**src/rtl/sr_bank_driver_pkg.sv**
```systemverilog
// Shared types and constants for the SR flop bank driver.
//   state_t      : controller states
//   SR_*         : per-bit {s, r} excitation encodings
//   retry_width(): width of the retry counter for a given MAX_RETRY
package sr_bank_driver_pkg;

   typedef enum logic [1:0] {
      IDLE    = 2'd0,
      DRIVE   = 2'd1,
      RELEASE = 2'd2,
      CHECK   = 2'd3
   } state_t;

   localparam logic [1:0] SR_HOLD    = 2'b00;
   localparam logic [1:0] SR_RESET   = 2'b01;
   localparam logic [1:0] SR_SET     = 2'b10;
   // Forbidden combination; only used by checkers.
   localparam logic [1:0] SR_INVALID = 2'b11;

   // clog2(max_retry+1), never below 1 bit.
   function automatic int retry_width(input int max_retry);
      int w;
      w = $clog2(max_retry + 1);
      if (w < 1) w = 1;
      return w;
   endfunction

endpackage

```
**src/rtl/sr_bank_driver_excite_bit.sv**
```systemverilog
// Single-bit SR excitation encoder.
// Ports:
//   target : desired q
//   q      : current q of the flop
//   sr     : {s, r}; set when a 0 must become 1, reset when a 1 must become 0,
//            hold otherwise. Never produces {1, 1}.
module sr_excite_bit
   import sr_bank_driver_pkg::*;
(
   input  logic       target,
   input  logic       q,
   output logic [1:0] sr
);

   always_comb begin
      sr = SR_HOLD;
      if (target && !q)
         sr = SR_SET;
      else if (!target && q)
         sr = SR_RESET;
   end

endmodule

```
**src/rtl/sr_bank_driver.sv**
```systemverilog
// Driver for a bank of W clocked SR flops: accepts a target word, drives s/r
// from the excitation table for PULSE_CYCLES cycles, releases for one cycle,
// checks q_fb and retries up to MAX_RETRY times on mismatch.
// Ports:
//   clk, rst_n            : clock, asynchronous active-low reset
//   req_valid/req_ready   : request handshake, req_target is the desired word
//   q_fb                  : q outputs read back from the bank
//   s, r                  : set/reset lines to the bank (never both 1 per bit)
//   busy                  : transaction in progress
//   done / err            : one-cycle result pulses (match / retries exhausted)
//   err_cnt               : saturating err pulse count, present only when
//                           SR_BANK_DRIVER_ERRCNT_EN is defined
// All outputs are registered.
//
// state   | meaning
// IDLE    | ready for a request; done/err pulse is visible here
// DRIVE   | s/r held at the latched excitation for PULSE_CYCLES cycles
// RELEASE | s=r=0 for one cycle while the bank settles
// CHECK   | compare q_fb with target; finish, retry or fail
module sr_bank_driver
   import sr_bank_driver_pkg::*;
#(
   parameter int W            = 4,
   parameter int PULSE_CYCLES = 1,
   parameter int MAX_RETRY    = 2
) (
   input  logic         clk,
   input  logic         rst_n,
   input  logic         req_valid,
   output logic         req_ready,
   input  logic [W-1:0] req_target,
   input  logic [W-1:0] q_fb,
   output logic [W-1:0] s,
   output logic [W-1:0] r,
   output logic         busy,
   output logic         done,
   output logic         err
`ifdef SR_BANK_DRIVER_ERRCNT_EN
   ,
   output logic [7:0]   err_cnt
`endif
);

   localparam int RW = retry_width(MAX_RETRY);
   localparam int PW = (PULSE_CYCLES > 1) ? $clog2(PULSE_CYCLES) : 1;
   localparam logic [PW-1:0] PULSE_LOAD = PW'(PULSE_CYCLES - 1);
   localparam logic [RW-1:0] RETRY_MAX  = RW'(MAX_RETRY);

   state_t          state_q, state_nxt;
   logic [W-1:0]    target_q, target_nxt;
   logic [RW-1:0]   retry_q, retry_nxt;
   logic [PW-1:0]   pulse_q, pulse_nxt;
   logic [W-1:0]    s_nxt, r_nxt;
   logic            done_nxt, err_nxt;
   logic [W-1:0]    tgt_sel;
   logic [W-1:0]    exc_s, exc_r;
   logic            match;

   // In IDLE the target register is not yet loaded, so the excitation for
   // the first drive comes straight from the request word.
   assign tgt_sel = (state_q == IDLE) ? req_target : target_q;
   assign match   = (q_fb == target_q);

   for (genvar i = 0; i < W; i++) begin : g_bit
      logic [1:0] sr_b;
      sr_excite_bit u_excite (
         .target (tgt_sel[i]),
         .q      (q_fb[i]),
         .sr     (sr_b)
      );
      assign exc_s[i] = sr_b[1];
      assign exc_r[i] = sr_b[0];
   end

   always_comb begin
      state_nxt  = state_q;
      target_nxt = target_q;
      retry_nxt  = retry_q;
      pulse_nxt  = pulse_q;
      s_nxt      = s;
      r_nxt      = r;
      done_nxt   = 1'b0;
      err_nxt    = 1'b0;
      case (state_q)
         IDLE: begin
            s_nxt = '0;
            r_nxt = '0;
            if (req_valid) begin
               target_nxt = req_target;
               retry_nxt  = '0;
               pulse_nxt  = PULSE_LOAD;
               s_nxt      = exc_s;
               r_nxt      = exc_r;
               state_nxt  = DRIVE;
            end
         end
         DRIVE: begin
            if (pulse_q == '0) begin
               s_nxt     = '0;
               r_nxt     = '0;
               state_nxt = RELEASE;
            end else begin
               pulse_nxt = pulse_q - 1'b1;
            end
         end
         RELEASE: begin
            s_nxt     = '0;
            r_nxt     = '0;
            state_nxt = CHECK;
         end
         CHECK: begin
            s_nxt = '0;
            r_nxt = '0;
            if (match) begin
               done_nxt  = 1'b1;
               state_nxt = IDLE;
            end else if (retry_q < RETRY_MAX) begin
               retry_nxt = retry_q + 1'b1;
               pulse_nxt = PULSE_LOAD;
               s_nxt     = exc_s;
               r_nxt     = exc_r;
               state_nxt = DRIVE;
            end else begin
               err_nxt   = 1'b1;
               state_nxt = IDLE;
            end
         end
         default: begin
            s_nxt     = '0;
            r_nxt     = '0;
            state_nxt = IDLE;
         end
      endcase
   end

   always_ff @(posedge clk or negedge rst_n) begin
      if (!rst_n) begin
         state_q   <= IDLE;
         target_q  <= '0;
         retry_q   <= '0;
         pulse_q   <= '0;
         s         <= '0;
         r         <= '0;
         req_ready <= 1'b1;
         busy      <= 1'b0;
         done      <= 1'b0;
         err       <= 1'b0;
      end else begin
         state_q   <= state_nxt;
         target_q  <= target_nxt;
         retry_q   <= retry_nxt;
         pulse_q   <= pulse_nxt;
         s         <= s_nxt;
         r         <= r_nxt;
         req_ready <= (state_nxt == IDLE);
         busy      <= (state_nxt != IDLE);
         done      <= done_nxt;
         err       <= err_nxt;
      end
   end

`ifdef SR_BANK_DRIVER_ERRCNT_EN
   always_ff @(posedge clk or negedge rst_n) begin
      if (!rst_n)
         err_cnt <= '0;
      else if (err_nxt && (err_cnt != 8'hFF))
         err_cnt <= err_cnt + 8'd1;
   end
`endif

endmodule
```
**config.mk**
```make
export PLATFORM = sky130hd
export DESIGN_NAME = sr_bank_driver
export DESIGN_NICKNAME = d
export VERILOG_FILES = /design/src/rtl/sr_bank_driver_pkg.sv /design/src/rtl/sr_bank_driver_excite_bit.sv /design/src/rtl/sr_bank_driver.sv
export SDC_FILE = /design/constraint.sdc
export NUM_CORES = 1
export LEC_CHECK = 0
export CAP_MARGIN = 20
export CELL_PAD_IN_SITES_DETAIL_PLACEMENT = 0
export CELL_PAD_IN_SITES_GLOBAL_PLACEMENT = 1
export CORE_ASPECT_RATIO = 1.75
export CORE_MARGIN = 3
export CORE_UTILIZATION = 40
export CTS_CLUSTER_SIZE = 25
export DETAILED_ROUTE_END_ITERATION = 8
export GPL_ROUTABILITY_DRIVEN = 1
export HOLD_SLACK_MARGIN = 0.15
export PLACE_DENSITY = 0.84
export SETUP_SLACK_MARGIN = 0.2
export SYNTH_ARGS = -nofsm -noshare
export SYNTH_HDL_FRONTEND = slang
export SYNTH_HIERARCHICAL = 1
export SYNTH_SLANG_ARGS = --single-unit
```
**constraint.sdc**
```tcl
create_clock -name clk -period 2.6 [get_ports clk]
set_clock_uncertainty 0.2 [all_clocks]
set_input_delay 0.39 -clock clk [delete_from_list [all_inputs] [get_ports clk]]
set_output_delay 0.39 -clock clk [all_outputs]
set_load 0.03 [all_outputs]
```
Yosys cells after proc, flatten, opt, wreduce, memory -nomap -nowiden
Index checks and enable logic that the tools add are counted.
{ "word_totals": {"ff_bits": 21, "latchBits": 0, "ram_bits": 0, "romBits": 0, "inputBits": 11, "mem_count": 0} }
{ "classes": {"n_addsub": 2, "n_mul": 0, "div": 0, "n_lt_le_gt_ge": 1, "eq_ne": 8, "shift": 0, "muxes": 37, "bitwise": 0, "n_reduce_logical": 24} }
{ "ops": {"columns": ["cell", "n"], "rows": [
  ["$mux 4", 8],
  ["$pmux 4 s4", 2],
  ["$mux 2", 9],
  ["$mux 1", 15],
  ["$logic_and 1x1->1", 8],
  ["$logic_not 1->1", 8],
  ["$ne 2x2->1 const B", 4],
  ["$pmux 2 s4", 1],
  ["$reduce_and 4->1", 2],
  ["$eq 2x2->1 const B", 2],
  ["$eq 4x4->1", 1],
  ["$logic_not 2->1", 2],
  ["$pmux 2 s2", 1],
  ["$reduce_bool 2->1", 2],
  ["$pmux 1 s3", 1],
  ["$reduce_bool 3->1", 1],
  ["$add 2x1->2 const B", 1],
  ["$eq 2x1->1 const B", 1],
  ["$lt 2x2->1 const B", 1],
  ["$reduce_and 2->1", 1],
  ["$sub 1x1->1 const B", 1]
]} }

Depth between registers and ports, before layout
Gate-level depths: netlist of the first run.
{ "depth": {"depth_word": 9, "depth_mapped": 7, "mapped_depth_nobuf": 6} }

Modules after synthesis
Netlist of the first run, hierarchy kept.
{ "modules_own_cells": {"columns": ["mod", "n_inst", "cells_per_inst", "area_each_um2", "seq_area_each_um2"], "rows": [
  ["sr_bank_driver", 1, 73, 915.9, 501.7],
  ["sr_excite_bit", 4, 2, 15.0, 0.0]
]} }

Worst setup path before layout of the first run
Ideal clock, no wire load.
{ "synth_timing": {"kind": "reg2reg", "start": "register state_q[0]", "end": "register s[0]", "setup_time_ps": 119, "arrival_ps": 1410, "required_ps": 2281, "slack_ps": 871, "stages_incl_launch_ff": 7, "synth_period_minus_slack_ps": 1729, "path_cell_list": "dfrtp_1 inv_1 ha_1 clkbuf_1 mux2_2 nor2b_1 and2_1"} }
{ "synth_via": {"elab_chain_len": 7, "elab_cells_between_ends": 12, "classes_between": "eq/ne: 4; mux: 6; reduce/logical: 2"} }
{ "synth_rtl": {"columns": ["element", "line_no", "rtl"], "rows": [
  ["from (decl)", "sr_bank_driver.sv:49", "state_t state_q, state_nxt;"],
  ["from (signal assigned)", "sr_bank_driver.sv:149", "state_q <= state_nxt;"],
  ["$logic_not 2->1 *", "sr_bank_driver.sv:61", "assign tgt_sel = (state_q == IDLE) ? req_target : target_q;"],
  ["$mux 4 *", "sr_bank_driver.sv:61", null],
  ["net tgt_sel[0]", "sr_bank_driver.sv:55", "logic [W-1:0] tgt_sel;"],
  ["$logic_and 1x1->1 *", "sr_bank_driver_excite_bit.sv:17", "if (target && !q)"],
  ["$mux 2 *", "sr_bank_driver_excite_bit.sv:17", null],
  ["net g_bit[0].sr_b[1]", "sr_bank_driver.sv:65", "logic [1:0] sr_b;"],
  ["$mux 4", "sr_bank_driver.sv:117", "end else if (retry_q < RETRY_MAX) begin"],
  ["$mux 4", "sr_bank_driver.sv:114", "if (match) begin"],
  ["$pmux 4 s4 *", "sr_bank_driver.sv:84", "case (state_q)"],
  ["net s_nxt[0]", "sr_bank_driver.sv:53", "logic [W-1:0] s_nxt, r_nxt;"],
  ["to (signal assigned)", "sr_bank_driver.sv:153", "s <= s_nxt;"],
  ["to (decl)", "sr_bank_driver.sv:33", "output logic [W-1:0] s,"]
]} }
Mark *: on every way through the listed nets, which the timed path passes. The rest lies on a longest branch.
A chain may end at the register's enable or synchronous reset.

Final worst setup path of the first run
{ "layout_timing": {"start": "register req_ready", "end": "output req_ready"} }
{ "layout_rtl": {"columns": ["element", "line_no", "rtl"], "rows": [
  ["from (decl)", "sr_bank_driver.sv:30", "output logic req_ready,"],
  ["from (signal assigned)", "sr_bank_driver.sv:155", "req_ready <= (state_nxt == IDLE);"]
]} }
No word-level cell between the ends.

==> summary.json, run 1 <==
{
  "synth.top_cell.area_share": {"value": 48.72, "unit": "%"},
  "htree_num_levels": {"value": 1},
  "routabilityCongestion": {"value": 0.7324},
  "ys_ff_latch": {"value": 20},
  "arrival": {"value": 1.42, "unit": "ns"},
  "setup.worst_path.end_class": {"value": "output pin"},
  "synthToLayoutAreaGrowth": {"value": 31.79, "unit": "%"},
  "row_count": {"value": 23},
  "max_cap_violations": {"value": 0},
  "fin_worst_hold_slack": {"value": 0.2796, "unit": "ns"},
  "insertion_delay": {"value": 0.25, "unit": "ns"},
  "post-place-cells": {"value": 128},
  "final.min_clock_period": {"value": 2.009, "unit": "ns"},
  "crit_buf_inv": {"value": 1},
  "grt_setup_unrepaired": {"value": "no"},
  "routedWlPerCell": {"value": 13.80, "unit": "µm"},
  "synthesis.area": {"value": 975.9, "unit": "µm²"},
  "layout-drive-gt1-share": {"value": 19.63, "unit": "%"},
  "postCtsSetupRepairBufs": {"value": 0},
  "power-per-cell-area": {"value": 1136, "unit": "mW/mm²"},
  "largest_net_degree_at_the_start_of_global_routing": {"value": 21},
  "cts_resized": {"value": 0},
  "slew_viol_final": {"value": 0},
  "place_hpwl": {"value": 1472, "unit": "µm"},
  "static-leakage-power": {"value": 0.5672, "unit": "nW"},
  "port_buffers": {"value": 22},
  "pre_cts_slack": {"value": 0.3572, "unit": "ns"},
  "synth_area_leaders": {"value": "sky130_fd_sc_hd__dfrtp_1, sky130_fd_sc_hd__mux2_2, sky130_fd_sc_hd__and2_1"},
  "netlist.top_cell.by_area": {"value": "sky130_fd_sc_hd__dfrtp_1"},
  "ios": {"value": 23},
  "fp.dieW": {"value": 43.34, "unit": "µm"},
  "synth-seq-area-share": {"value": 51.41, "unit": "%"},
  "via_count": {"value": 663},
  "ys.warnings.count": {"value": 6},
  "area_of_the_die": {"value": 0.003092, "unit": "mm²"},
  "synth_nets": {"value": 95},
  "post_drt_via_cell_ratio": {"value": 5.023},
  "critical-path-slowest-cell": {"value": "sky130_fd_sc_hd__clkdlybuf4s50_1"},
  "placeableCoreArea": {"value": 0.002302, "unit": "mm²"},
  "tritoncts": {"value": "done"},
  "route.detailed.drc": {"value": 0},
  "hold_viol_final": {"value": 0},
  "worst_r2r_path_depth": {"value": 5},
  "critical_path.max_stage_delay": {"value": 0.66, "unit": "ns"},
  "syn-mean-instance-area": {"value": 12.05, "unit": "µm²"},
  "tritoncts.num_buffers": {"value": 3},
  "timing.critical_path.cells": {"value": "clkdlybuf4s50_1"},
  "global_route.usage.total": {"value": 13.50, "unit": "%"},
  "crit_path_start_kind": {"value": "flop"},
  "final_critical_path_setup_slack": {"value": 0.5910, "unit": "ns"},
  "drt_pass1_iterations": {"value": 2},
  "cts_max_path_buffers": {"value": 2},
  "grt_antenna_before_repair": {"value": 0},
  "timing.rr.start": {"value": "state_q[1]$_DFF_PN0_"},
  "drt-initial-drc-count": {"value": 10},
  "maxClockFrequency": {"value": 497.8, "unit": "MHz"},
  "critical_path.reg2reg.endpoint": {"value": "r[2]$_DFF_PN0_"},
  "timing.reg2reg.setup_slack": {"value": 0.77, "unit": "ns"},
  "detail_route.wirelength": {"value": 1821, "unit": "µm"},
  "nNetsFinal": {"value": 122},
  "final_min_period_over_clock_period": {"value": 77.27, "unit": "%"},
  "worst_ep_required_time": {"value": 2.01, "unit": "ns"},
  "vdd.ir_drop.worst": {"value": 0.5587, "unit": "mV"},
  "ctsHoldBuffers": {"value": 0},
  "finalSetupTns": {"value": 0, "unit": "ns"},
  "synth_cell_type_count": {"value": 25},
  "grt_pass1_wl": {"value": 3208, "unit": "µm"},
  "tritoncts_num_sinks": {"value": 20},
  "crit_type": {"value": "flop to output pin"},
  "maxSlewHeadroom": {"value": 62.90, "unit": "%"},
  "critical_path.max_fanout": {"value": 1},
  "worst_setup_hold_path_clk_slew": {"value": 0.07, "unit": "ns"},
  "grt_overflow_total": {"value": 0},
  "grt_pass1_vias": {"value": 757},
  "setup_viol": {"value": 0},
  "insertedDiodeCount": {"value": 0},
  "initial_core_util": {"value": 42.39, "unit": "%"},
  "timing.hold.worst.class": {"value": "input pin to asynchronous set/reset pin"},
  "fillerInstances": {"value": 216},
  "synthesis.instances": {"value": 81},
  "tightest_slew": {"value": 0.5514, "unit": "ns"},
  "dieHeight": {"value": 71.34, "unit": "µm"},
  "run_status": {"value": "finished clean"},
  "clockRootBuffer": {"value": "sky130_fd_sc_hd__clkbuf_8"},
  "finalNonFillerCells": {"value": 132},
  "critPathTopFamily": {"value": "buffers and inverters"},
  "ant_nets_after_route": {"value": 0}
}
==> worst max path at each step <==
stage                         startpoint             end  slack, ns  depth (start not counted)
floorplan           state_q[0]$_DFF_PN0_  s[0]$_DFF_PN0_       0.87                          6
global placement                 q_fb[1]  s[0]$_DFF_PN0_       0.37                          5
detailed placement               q_fb[1]  r[2]$_DFF_PN0_       0.36                          5
CTS                  req_ready$_DFF_PN1_       req_ready       0.58                          1
global route                     q_fb[1]  r[2]$_DFF_PN0_       0.50                          5
finish               req_ready$_DFF_PN1_       req_ready       0.59                          1
==> layout by cell type (no fill, tap or decap), types with 3 or more instances in the layout <==
| cell | count |
|---|---|
| sky130_fd_sc_hd__mux2_2 | 8 |
| sky130_fd_sc_hd__and2_1 | 9 |
| sky130_fd_sc_hd__xor2_1 | 4 |
| sky130_fd_sc_hd__and2b_2 | 4 |
| sky130_fd_sc_hd__clkbuf_8 | 4 |
| sky130_fd_sc_hd__inv_1 | 5 |
| sky130_fd_sc_hd__dfrtp_1 | 19 |
| sky130_fd_sc_hd__nand2_1 | 6 |
| sky130_fd_sc_hd__nor2b_1 | 4 |
| sky130_fd_sc_hd__clkdlybuf4s50_1 | 22 |
| sky130_fd_sc_hd__ha_1 | 3 |
==> where the power goes <==
part	internal, mW	switching, mW	total (mW)	leakage [nW]
Clock	0.134	0.0921	0.226	0.0288
Combinational	0.346	0.395	0.741	0.283
Sequential	0.425	0.0689	0.494	0.256
==> area by class of cell <==
cell class | instances | area (µm²) | share of cell area (%)
Sequential cell | 20 | 501.7 | 39.01
Multi-Input combinational cell | 55 | 451.7 | 35.12
Timing Repair Buffer | 23 | 227.7 | 17.70
Clock buffer | 4 | 55.05 | 4.280
Tap cell | 25 | 31.28 | 2.432
Inverter | 5 | 18.77 | 1.459
==> registers in the layout, indices dropped and copies added (netlist names) <==
signal and flops:
req_ready 1, retry_q 2, busy 1, done 1
target_q 4, state_q 2, s 4, r 4
err 1
==> per-stage QoR <==
step                area [µm²]  power, mW  util [%]
finish                    1286      1.461     55.87
CTS                       1286      1.482     55.87
global route              1286      1.571     55.87
global placement          1231      1.223     53.48
detailed placement        1231      1.248     53.48
floorplan                975.9      1.026         -
==> metal layers <==
| metal | part of all wire (%) | vias up | wire, µm | global-route usage (%) |
|---|---|---|---|---|
| li1 | - | 329 | - | - |
| met1 | 39 | 321 | 706 | 14.87 |
| met2 | 57 | 11 | 1047 | 25.21 |
| met3 | 2.5 | 2 | 46 | 1.759 |
| met4 | 1.1 | 0 | 20 | 5.034 |
| met5 | 0 | - | 0 | 0 |
==> synthesized netlist by cell type, drive strengths merged <==
cell    count
xor2        4
o311ai      1
o21ai       2
nand2b      1
ha          3
mux2        8
o211ai      2
nor2b       4
o31ai       3
nor4        1
o41ai       1
and2        9
o311a       1
dfrtp      19
and3        1
dfstp       1
nand2       6
clkbuf      1
nor2        1
inv         5
nand3       1
a21o        1
and2b       4
nand4       1
==> cell families (layout without fill, tap and decap cells) <==
group	Yosys count	count (layout)	synth area share, %
AO/OA/AOI/OAI	11	11	11.92
XOR/XNOR	4	4	3.589
adder cells (fa/ha/maj)	3	3	3.847
buffers and inverters	6	32	2.308
flip-flops	20	20	51.41
multiplexers	8	8	9.231
AND/OR/NAND/NOR	29	29	17.69
No activity file was read; power rests on OpenSTA's default activity.
==> run 2: changes to the inputs <==
--- a/config.mk
+++ b/config.mk
@@ -10,12 +10,12 @@
 export CELL_PAD_IN_SITES_GLOBAL_PLACEMENT = 1
 export CORE_ASPECT_RATIO = 1.75
 export CORE_MARGIN = 3
-export CORE_UTILIZATION = 40
+export CORE_UTILIZATION = 34
 export CTS_CLUSTER_SIZE = 25
 export DETAILED_ROUTE_END_ITERATION = 8
 export GPL_ROUTABILITY_DRIVEN = 1
 export HOLD_SLACK_MARGIN = 0.15
-export PLACE_DENSITY = 0.84
+export PLACE_DENSITY = 0.76
 export SETUP_SLACK_MARGIN = 0.2
 export SYNTH_ARGS = -nofsm -noshare
 export SYNTH_HDL_FRONTEND = slang
==> constraint.sdc (replaced) <==
create_clock -name clk -period 1.7 [get_ports clk]
set_clock_uncertainty 0.2 [all_clocks]
set_input_delay 0.255 -clock clk [delete_from_list [all_inputs] [get_ports clk]]
set_output_delay 0.255 -clock clk [all_outputs]
set_load 0.03 [all_outputs]
==> run 2 against run 1 <==
Against the previous run: the run now ends with setup timing left; die area up 16%; sequential share of layout area fell by 6.6 points; via count up 17%; largest cell class is now multi-input combinational cells; largest power group unchanged.
==> summary.json, run 2 (synthesized netlist as in run 1, its figures left out) <==
{
  "worst_ep_required_time": {"value": 1.65, "unit": "ns"},
  "critical_path.max_fanout": {"value": 4},
  "ant_nets_after_route": {"value": 0},
  "max_cap_violations": {"value": 0},
  "power-per-cell-area": {"value": 1761, "unit": "mW/mm²"},
  "htree_num_levels": {"value": 1},
  "routabilityCongestion": {"value": 0.7063},
  "total_power": {"value": 2.723, "unit": "mW"},
  "final.min_clock_period": {"value": 1.804, "unit": "ns"},
  "final_critical_path_setup_slack": {"value": -0.1041, "unit": "ns"},
  "setup.worst_path.end_class": {"value": "flop"},
  "clockRootBuffer": {"value": "sky130_fd_sc_hd__clkbuf_8"},
  "run_status": {"value": "finished, violations left"},
  "area_of_the_die": {"value": 0.003575, "unit": "mm²"},
  "insertion_delay": {"value": 0.25, "unit": "ns"},
  "setup_viol": {"value": 11},
  "finalSetupTns": {"value": -0.8885, "unit": "ns"},
  "cts_max_path_buffers": {"value": 2},
  "detail_route.wirelength": {"value": 2250, "unit": "µm"},
  "failed_checks": {"value": "setup timing"},
  "tritoncts.num_buffers": {"value": 3},
  "via_count": {"value": 773},
  "port_buffers": {"value": 22},
  "layout.cells.most_common": {"value": "sky130_fd_sc_hd__buf_4"},
  "largest_registers": {"value": "r: 4 flops, s: 4 flops, target_q: 4 flops"},
  "route.detailed.drc": {"value": 0},
  "most-common-layout-cells": {"value": "sky130_fd_sc_hd__buf_4, sky130_fd_sc_hd__dfrtp_1, sky130_fd_sc_hd__dlygate4sd2_1, sky130_fd_sc_hd__and2_4, sky130_fd_sc_hd__clkdlybuf4s50_1"},
  "drt-initial-drc-count": {"value": 4},
  "post_drt_via_cell_ratio": {"value": 4.892},
  "tritoncts_num_sinks": {"value": 20},
  "static-leakage-power": {"value": 0.7572, "unit": "nW"},
  "synthToLayoutAreaGrowth": {"value": 58.46, "unit": "%"},
  "routedWlPerCell": {"value": 14.24, "unit": "µm"},
  "timing.hold.worst.class": {"value": "input pin to asynchronous set/reset pin"},
  "grt_antenna_before_repair": {"value": 0},
  "maxSlewHeadroom": {"value": 76.42, "unit": "%"},
  "combinationalPowerShare": {"value": 60.4, "unit": "%"},
  "hold_viol_final": {"value": 0},
  "maxClockFrequency": {"value": 554.3, "unit": "MHz"},
  "drt_pass1_iterations": {"value": 3},
  "grt_setup_unrepaired": {"value": "yes"},
  "grt_pass1_wl": {"value": 3601, "unit": "µm"},
  "worst_setup_hold_path_clk_slew": {"value": 0.07, "unit": "ns"},
  "initial_core_util": {"value": 35.86, "unit": "%"},
  "row_count": {"value": 25},
  "fin_worst_hold_slack": {"value": 0.1428, "unit": "ns"},
  "timing.reg2reg.setup_slack": {"value": -0.10, "unit": "ns"},
  "vdd.ir_drop.worst": {"value": 0.8428, "unit": "mV"},
  "intPower": {"value": 1.694, "unit": "mW"},
  "placeableCoreArea": {"value": 0.002721, "unit": "mm²"},
  "global_route.usage.total": {"value": 13.80, "unit": "%"},
  "crit_type": {"value": "flop to flop"},
  "nNetsFinal": {"value": 146},
  "final_min_period_over_clock_period": {"value": 106.1, "unit": "%"},
  "dieHeight": {"value": 76.88, "unit": "µm"},
  "largest_net_degree_at_the_start_of_global_routing": {"value": 21},
  "clock_group_share_of_total_power": {"value": 11.7, "unit": "%"},
  "insertedDiodeCount": {"value": 0},
  "power_frac_seq": {"value": 27.9, "unit": "%"},
  "tightest_slew": {"value": 0.3524, "unit": "ns"},
  "ios": {"value": 23},
  "crit_path_start_kind": {"value": "flop"},
  "arrival": {"value": 1.75, "unit": "ns"},
  "layout-drive-gt1-share": {"value": 49.62, "unit": "%"},
  "power.net_switching": {"value": 1.029, "unit": "mW"},
  "netSwitchingFraction": {"value": 37.77, "unit": "%"},
  "slew_viol_final": {"value": 0},
  "fp.dieW": {"value": 46.50, "unit": "µm"},
  "tritoncts": {"value": "done"},
  "grt_overflow_total": {"value": 0},
  "grt_pass1_vias": {"value": 827}
}
## run 2: cell types whose count changed in the layout (fill, tap and decap cells not counted), moves of 9 or more
cell	delta
sky130_fd_sc_hd__buf_4	+21
sky130_fd_sc_hd__and2_4	+9
sky130_fd_sc_hd__and2_1	-9
sky130_fd_sc_hd__dlygate4sd2_1	+13
sky130_fd_sc_hd__clkdlybuf4s50_1	-14
## run 2: path summary, 6_finish.rpt
check	cells after the start	endpoint	from
min	2	target_q[2]$_DFFE_PN0P_	rst_n
max reg2reg	6	s[1]$_DFF_PN0_	target_q[0]$_DFFE_PN0P_
min reg2reg	2	retry_q[0]$_DFFE_PN0P_	retry_q[0]$_DFFE_PN0P_
min in group clk	4	s[0]$_DFF_PN0_	q_fb[0]
max in group asynchronous	2	req_ready$_DFF_PN1_	rst_n
max	6	s[1]$_DFF_PN0_	target_q[0]$_DFFE_PN0P_
## run 2: final cells by class
cell class	instances	area [µm²]
Clock buffer	4	45.04
Fill cell	240	1175
Inverter	5	18.77
Multi-Input combinational cell	55	545.5
Sequential cell	20	501.7
Tap cell	27	33.78
Timing Repair Buffer	47	401.6
## run 2: critical path, cell delays in order, from the launching register on
cell and delay [ns]:
sky130_fd_sc_hd__dfrtp_1 0.39, sky130_fd_sc_hd__xor2_1 0.14, sky130_fd_sc_hd__buf_4 0.14, sky130_fd_sc_hd__o41ai_4 0.43
sky130_fd_sc_hd__o31ai_4 0.13, sky130_fd_sc_hd__buf_6 0.14, sky130_fd_sc_hd__and2_4 0.13
## run 2: repair_timing
action                                  4_1_cts  5_1_grt
hold buffers                                  0        0
buffers inserted                              2        2
gates resized for setup                      31       13
pin swaps                                     4        7
endpoints found under the setup margin       31       19
## run 2: through the flow
step / worst slack (ns) / std cells / area [µm²] / utilization, %
2_1_floorplan: 0.06352 / 81 / 989.7 / -
3_3_place_gp: -0.4192 / 150 / 1394 / 51.22
3_5_place_dp: -0.4508 / 150 / 1394 / 51.22
4_1_cts: -0.1271 / 156 / 1480 / 54.39
5_1_grt: -0.1401 / 158 / 1546 / 56.83
6_report: -0.1041 / 158 / 1546 / 56.83
## run 2: routing by layer
layer | wire length [µm] | track usage, % | share of wire, % | up-vias
met5 | 0 | 0 | 0 | -
li1 | - | - | - | 377
met3 | 53 | 2.113 | 2.4 | 5
met2 | 1322 | 25.00 | 59 | 16
met4 | 39 | 5.698 | 1.7 | 0
met1 | 835 | 14.52 | 37 | 375
## run 2: power groups by stage
stage / sequential, mW / clock (mW) / combinational (mW)
2_1_floorplan: 0.900 / 0 / 0.698
3_3_place_gp: 0.764 / 0 / 1.40
3_5_place_dp: 0.773 / 0 / 1.42
4_1_cts: 0.759 / 0.326 / 1.51
5_1_grt: 0.778 / 0.345 / 1.77
6_report: 0.761 / 0.318 / 1.64
==> run 3: changes to the inputs <==
--- a/config.mk
+++ b/config.mk
@@ -10,12 +10,12 @@
 export CELL_PAD_IN_SITES_GLOBAL_PLACEMENT = 1
 export CORE_ASPECT_RATIO = 1.75
 export CORE_MARGIN = 3
-export CORE_UTILIZATION = 34
+export CORE_UTILIZATION = 40
 export CTS_CLUSTER_SIZE = 25
 export DETAILED_ROUTE_END_ITERATION = 8
 export GPL_ROUTABILITY_DRIVEN = 1
 export HOLD_SLACK_MARGIN = 0.15
-export PLACE_DENSITY = 0.76
+export PLACE_DENSITY = 0.84
 export SETUP_SLACK_MARGIN = 0.2
 export SYNTH_ARGS = -nofsm -noshare
 export SYNTH_HDL_FRONTEND = slang
==> constraint.sdc (replaced) <==
create_clock -name clk -period 2.15 [get_ports clk]
set_clock_uncertainty 0.2 [all_clocks]
set_input_delay 0.3225 -clock clk [delete_from_list [all_inputs] [get_ports clk]]
set_output_delay 0.3225 -clock clk [all_outputs]
set_load 0.03 [all_outputs]
==> run 3 against run 2 <==
Against the previous run: the run now ends clean; first-iteration DRC count is 130% higher; power shrank 34%; sequential power is 21% lower; highest routed layer unchanged; critical endpoint is now retry_q[0]$_DFFE_PN0P_; count of clock-buffer cells in the layout stayed put; design area is 14% lower; worst hold slack improved by 0.065 ns; via count down 13%.
==> summary.json, run 3 (synthesized netlist as in run 1, its figures left out) <==
{
  "cp-startpoint": {"value": "q_fb[3]"},
  "largest_registers": {"value": "r: 4 flops, s: 4 flops, target_q: 4 flops"},
  "routabilityCongestion": {"value": 0.7245},
  "insertedDiodeCount": {"value": 0},
  "run_status": {"value": "finished clean"},
  "detail_route.wirelength": {"value": 1733, "unit": "µm"},
  "routedWlPerCell": {"value": 12.74, "unit": "µm"},
  "postPlaceCellArea": {"value": 0.001261, "unit": "mm²"},
  "final.min_clock_period": {"value": 1.858, "unit": "ns"},
  "postCtsSetupRepairBufs": {"value": 0},
  "cts_max_path_buffers": {"value": 2},
  "dieHeight": {"value": 71.34, "unit": "µm"},
  "row_count": {"value": 23},
  "insertion_delay": {"value": 0.25, "unit": "ns"},
  "critical_path.max_stage_delay": {"value": 0.45, "unit": "ns"},
  "port_buffers": {"value": 22},
  "layout.cells.most_common": {"value": "sky130_fd_sc_hd__clkdlybuf4s50_1"},
  "grt_overflow_total": {"value": 0},
  "fp.dieW": {"value": 43.34, "unit": "µm"},
  "htree_num_levels": {"value": 1},
  "power_frac_seq": {"value": 33.2, "unit": "%"},
  "tritoncts.num_buffers": {"value": 3},
  "ant_nets_after_route": {"value": 0},
  "tritoncts": {"value": "done"},
  "slew_viol_final": {"value": 0},
  "layout-drive-gt1-share": {"value": 23.42, "unit": "%"},
  "grt_pass1_wl": {"value": 2925, "unit": "µm"},
  "post-place-cells": {"value": 132},
  "critPathMostFrequentCell": {"value": "sky130_fd_sc_hd__buf_4"},
  "final_min_period_over_clock_period": {"value": 86.44, "unit": "%"},
  "timing.hold.worst.class": {"value": "input pin to asynchronous set/reset pin"},
  "dr_wl_met2": {"value": 921, "unit": "µm"},
  "hold_viol_final": {"value": 0},
  "power.net_switching": {"value": 0.6720, "unit": "mW"},
  "timing.critical_path.cells": {"value": "clkdlybuf4s50_1, xor2_1, buf_4, nor4_1, buf_4, nand3_1, o211ai_1"},
  "grt_antenna_before_repair": {"value": 0},
  "ios": {"value": 23},
  "fillerInstances": {"value": 214},
  "maxSlewHeadroom": {"value": 71.06, "unit": "%"},
  "timing.rr.start": {"value": "state_q[0]$_DFF_PN0_"},
  "max_cap_violations": {"value": 0},
  "routedLengthMet1": {"value": 697, "unit": "µm"},
  "netSwitchingFraction": {"value": 37.23, "unit": "%"},
  "arrival": {"value": 1.83, "unit": "ns"},
  "finalSetupTns": {"value": 0, "unit": "ns"},
  "global_route.usage.total": {"value": 12.89, "unit": "%"},
  "most-common-layout-cells": {"value": "sky130_fd_sc_hd__clkdlybuf4s50_1, sky130_fd_sc_hd__dfrtp_1, sky130_fd_sc_hd__and2_1, sky130_fd_sc_hd__mux2_2, sky130_fd_sc_hd__nand2_1"},
  "routed.top_layer": {"value": "met4"},
  "worst_ep_required_time": {"value": 2.12, "unit": "ns"},
  "place_hpwl": {"value": 1389, "unit": "µm"},
  "critical-path-slowest-cell": {"value": "sky130_fd_sc_hd__clkdlybuf4s50_1"},
  "largest_net_degree_at_the_start_of_global_routing": {"value": 21},
  "power-per-cell-area": {"value": 1365, "unit": "mW/mm²"},
  "clock_group_share_of_total_power": {"value": 15.2, "unit": "%"},
  "finalNonFillerCells": {"value": 136},
  "post_drt_via_cell_ratio": {"value": 4.941},
  "grt_pass1_vias": {"value": 690},
  "crit_type": {"value": "input pin to flop"},
  "grt_setup_unrepaired": {"value": "no"},
  "setup.worst_path.end_class": {"value": "flop"},
  "synthToLayoutAreaGrowth": {"value": 35.51, "unit": "%"},
  "critPathTopFamily": {"value": "buffers and inverters"},
  "static-leakage-power": {"value": 0.5906, "unit": "nW"},
  "drt-initial-drc-count": {"value": 9},
  "tightest_slew": {"value": 0.4302, "unit": "ns"},
  "tritoncts_num_sinks": {"value": 20},
  "maxClockFrequency": {"value": 538.1, "unit": "MHz"},
  "initial_core_util": {"value": 42.39, "unit": "%"},
  "area_of_the_die": {"value": 0.003092, "unit": "mm²"},
  "setup_viol": {"value": 0},
  "placeableCoreArea": {"value": 0.002302, "unit": "mm²"},
  "worst_setup_hold_path_clk_slew": {"value": 0.07, "unit": "ns"},
  "clockRootBuffer": {"value": "sky130_fd_sc_hd__clkbuf_8"},
  "crit_buf_inv": {"value": 3},
  "combinationalPowerShare": {"value": 51.5, "unit": "%"},
  "critical_path.max_fanout": {"value": 3},
  "final_cell_area": {"value": 0.001323, "unit": "mm²"},
  "crit_path_start_kind": {"value": "input pin"},
  "intPower": {"value": 1.133, "unit": "mW"},
  "routed-wl-met3": {"value": 61, "unit": "µm"},
  "nNetsFinal": {"value": 126},
  "fin_worst_hold_slack": {"value": 0.2079, "unit": "ns"},
  "vdd.ir_drop.worst": {"value": 0.7042, "unit": "mV"},
  "drt_pass1_iterations": {"value": 4},
  "route.detailed.drc": {"value": 0},
  "via_count": {"value": 672}
}
## run 3: changes by cell type in the layout (fill, tap and decap cells not counted), sizes merged
| cell | change |
|---|---|
| buf | -21 |
| clkdlybuf4s50 | +13 |
| dlygate4sd2 | -12 |
## run 3: repair_timing
| item | CTS | global route |
|---|---|---|
| hold buffers | 0 | 0 |
| endpoints found under the setup margin | 1 | 2 |
| endpoints found under the hold margin | 0 | 0 |
| gates resized for setup | 1 | 1 |
## run 3: power by group through the flow
stage / sequential, mW / combinational (mW) / clock [mW]
2_1_floorplan: 0.705 / 0.536 / 0
3_3_place_gp: 0.603 / 0.924 / 0
3_5_place_dp: 0.606 / 0.940 / 0
4_1_cts: 0.598 / 0.937 / 0.287
5_1_grt: 0.616 / 1.03 / 0.298
6_report: 0.600 / 0.930 / 0.275
## run 3: routing by layer
metal | up-vias | GRT usage [%]
li1 | 335 | -
met1 | 320 | 14.36
met2 | 13 | 21.58
met3 | 4 | 2.010
met4 | 0 | 9.060
met5 | - | 0
## run 3: cell type report
| class | count | area [µm²] | area share (%) |
|---|---|---|---|
| Sequential cell | 20 | 501.7 | 37.94 |
| Clock buffer | 4 | 55.05 | 4.163 |
| Tap cell | 25 | 31.28 | 2.365 |
| Multi-Input combinational cell | 55 | 459.2 | 34.72 |
| Timing Repair Buffer | 27 | 256.5 | 19.39 |
| Inverter | 5 | 18.77 | 1.419 |
## run 3: through the flow
stage	total power [mW]	worst slack, ns	util, %
global route	1.944	0.2117	57.45
CTS	1.823	0.2746	57.12
floorplan	1.241	0.4214	-
finish	1.805	0.2915	57.45
global placement	1.527	0.03651	54.78
detailed placement	1.546	0.002301	54.78
## run 3: final timing paths
kind / to / slack (ns) / depth (start not counted)
max: retry_q[0]$_DFFE_PN0P_ / 0.29 / 7
min: retry_q[1]$_DFFE_PN0P_ / 0.21 / 2
max reg2reg: r[0]$_DFF_PN0_ / 0.35 / 5
min reg2reg: target_q[2]$_DFFE_PN0P_ / 0.36 / 1
max in group asynchronous: req_ready$_DFF_PN1_ / 1.28 / 2
min in group clk: target_q[2]$_DFFE_PN0P_ / 0.36 / 1
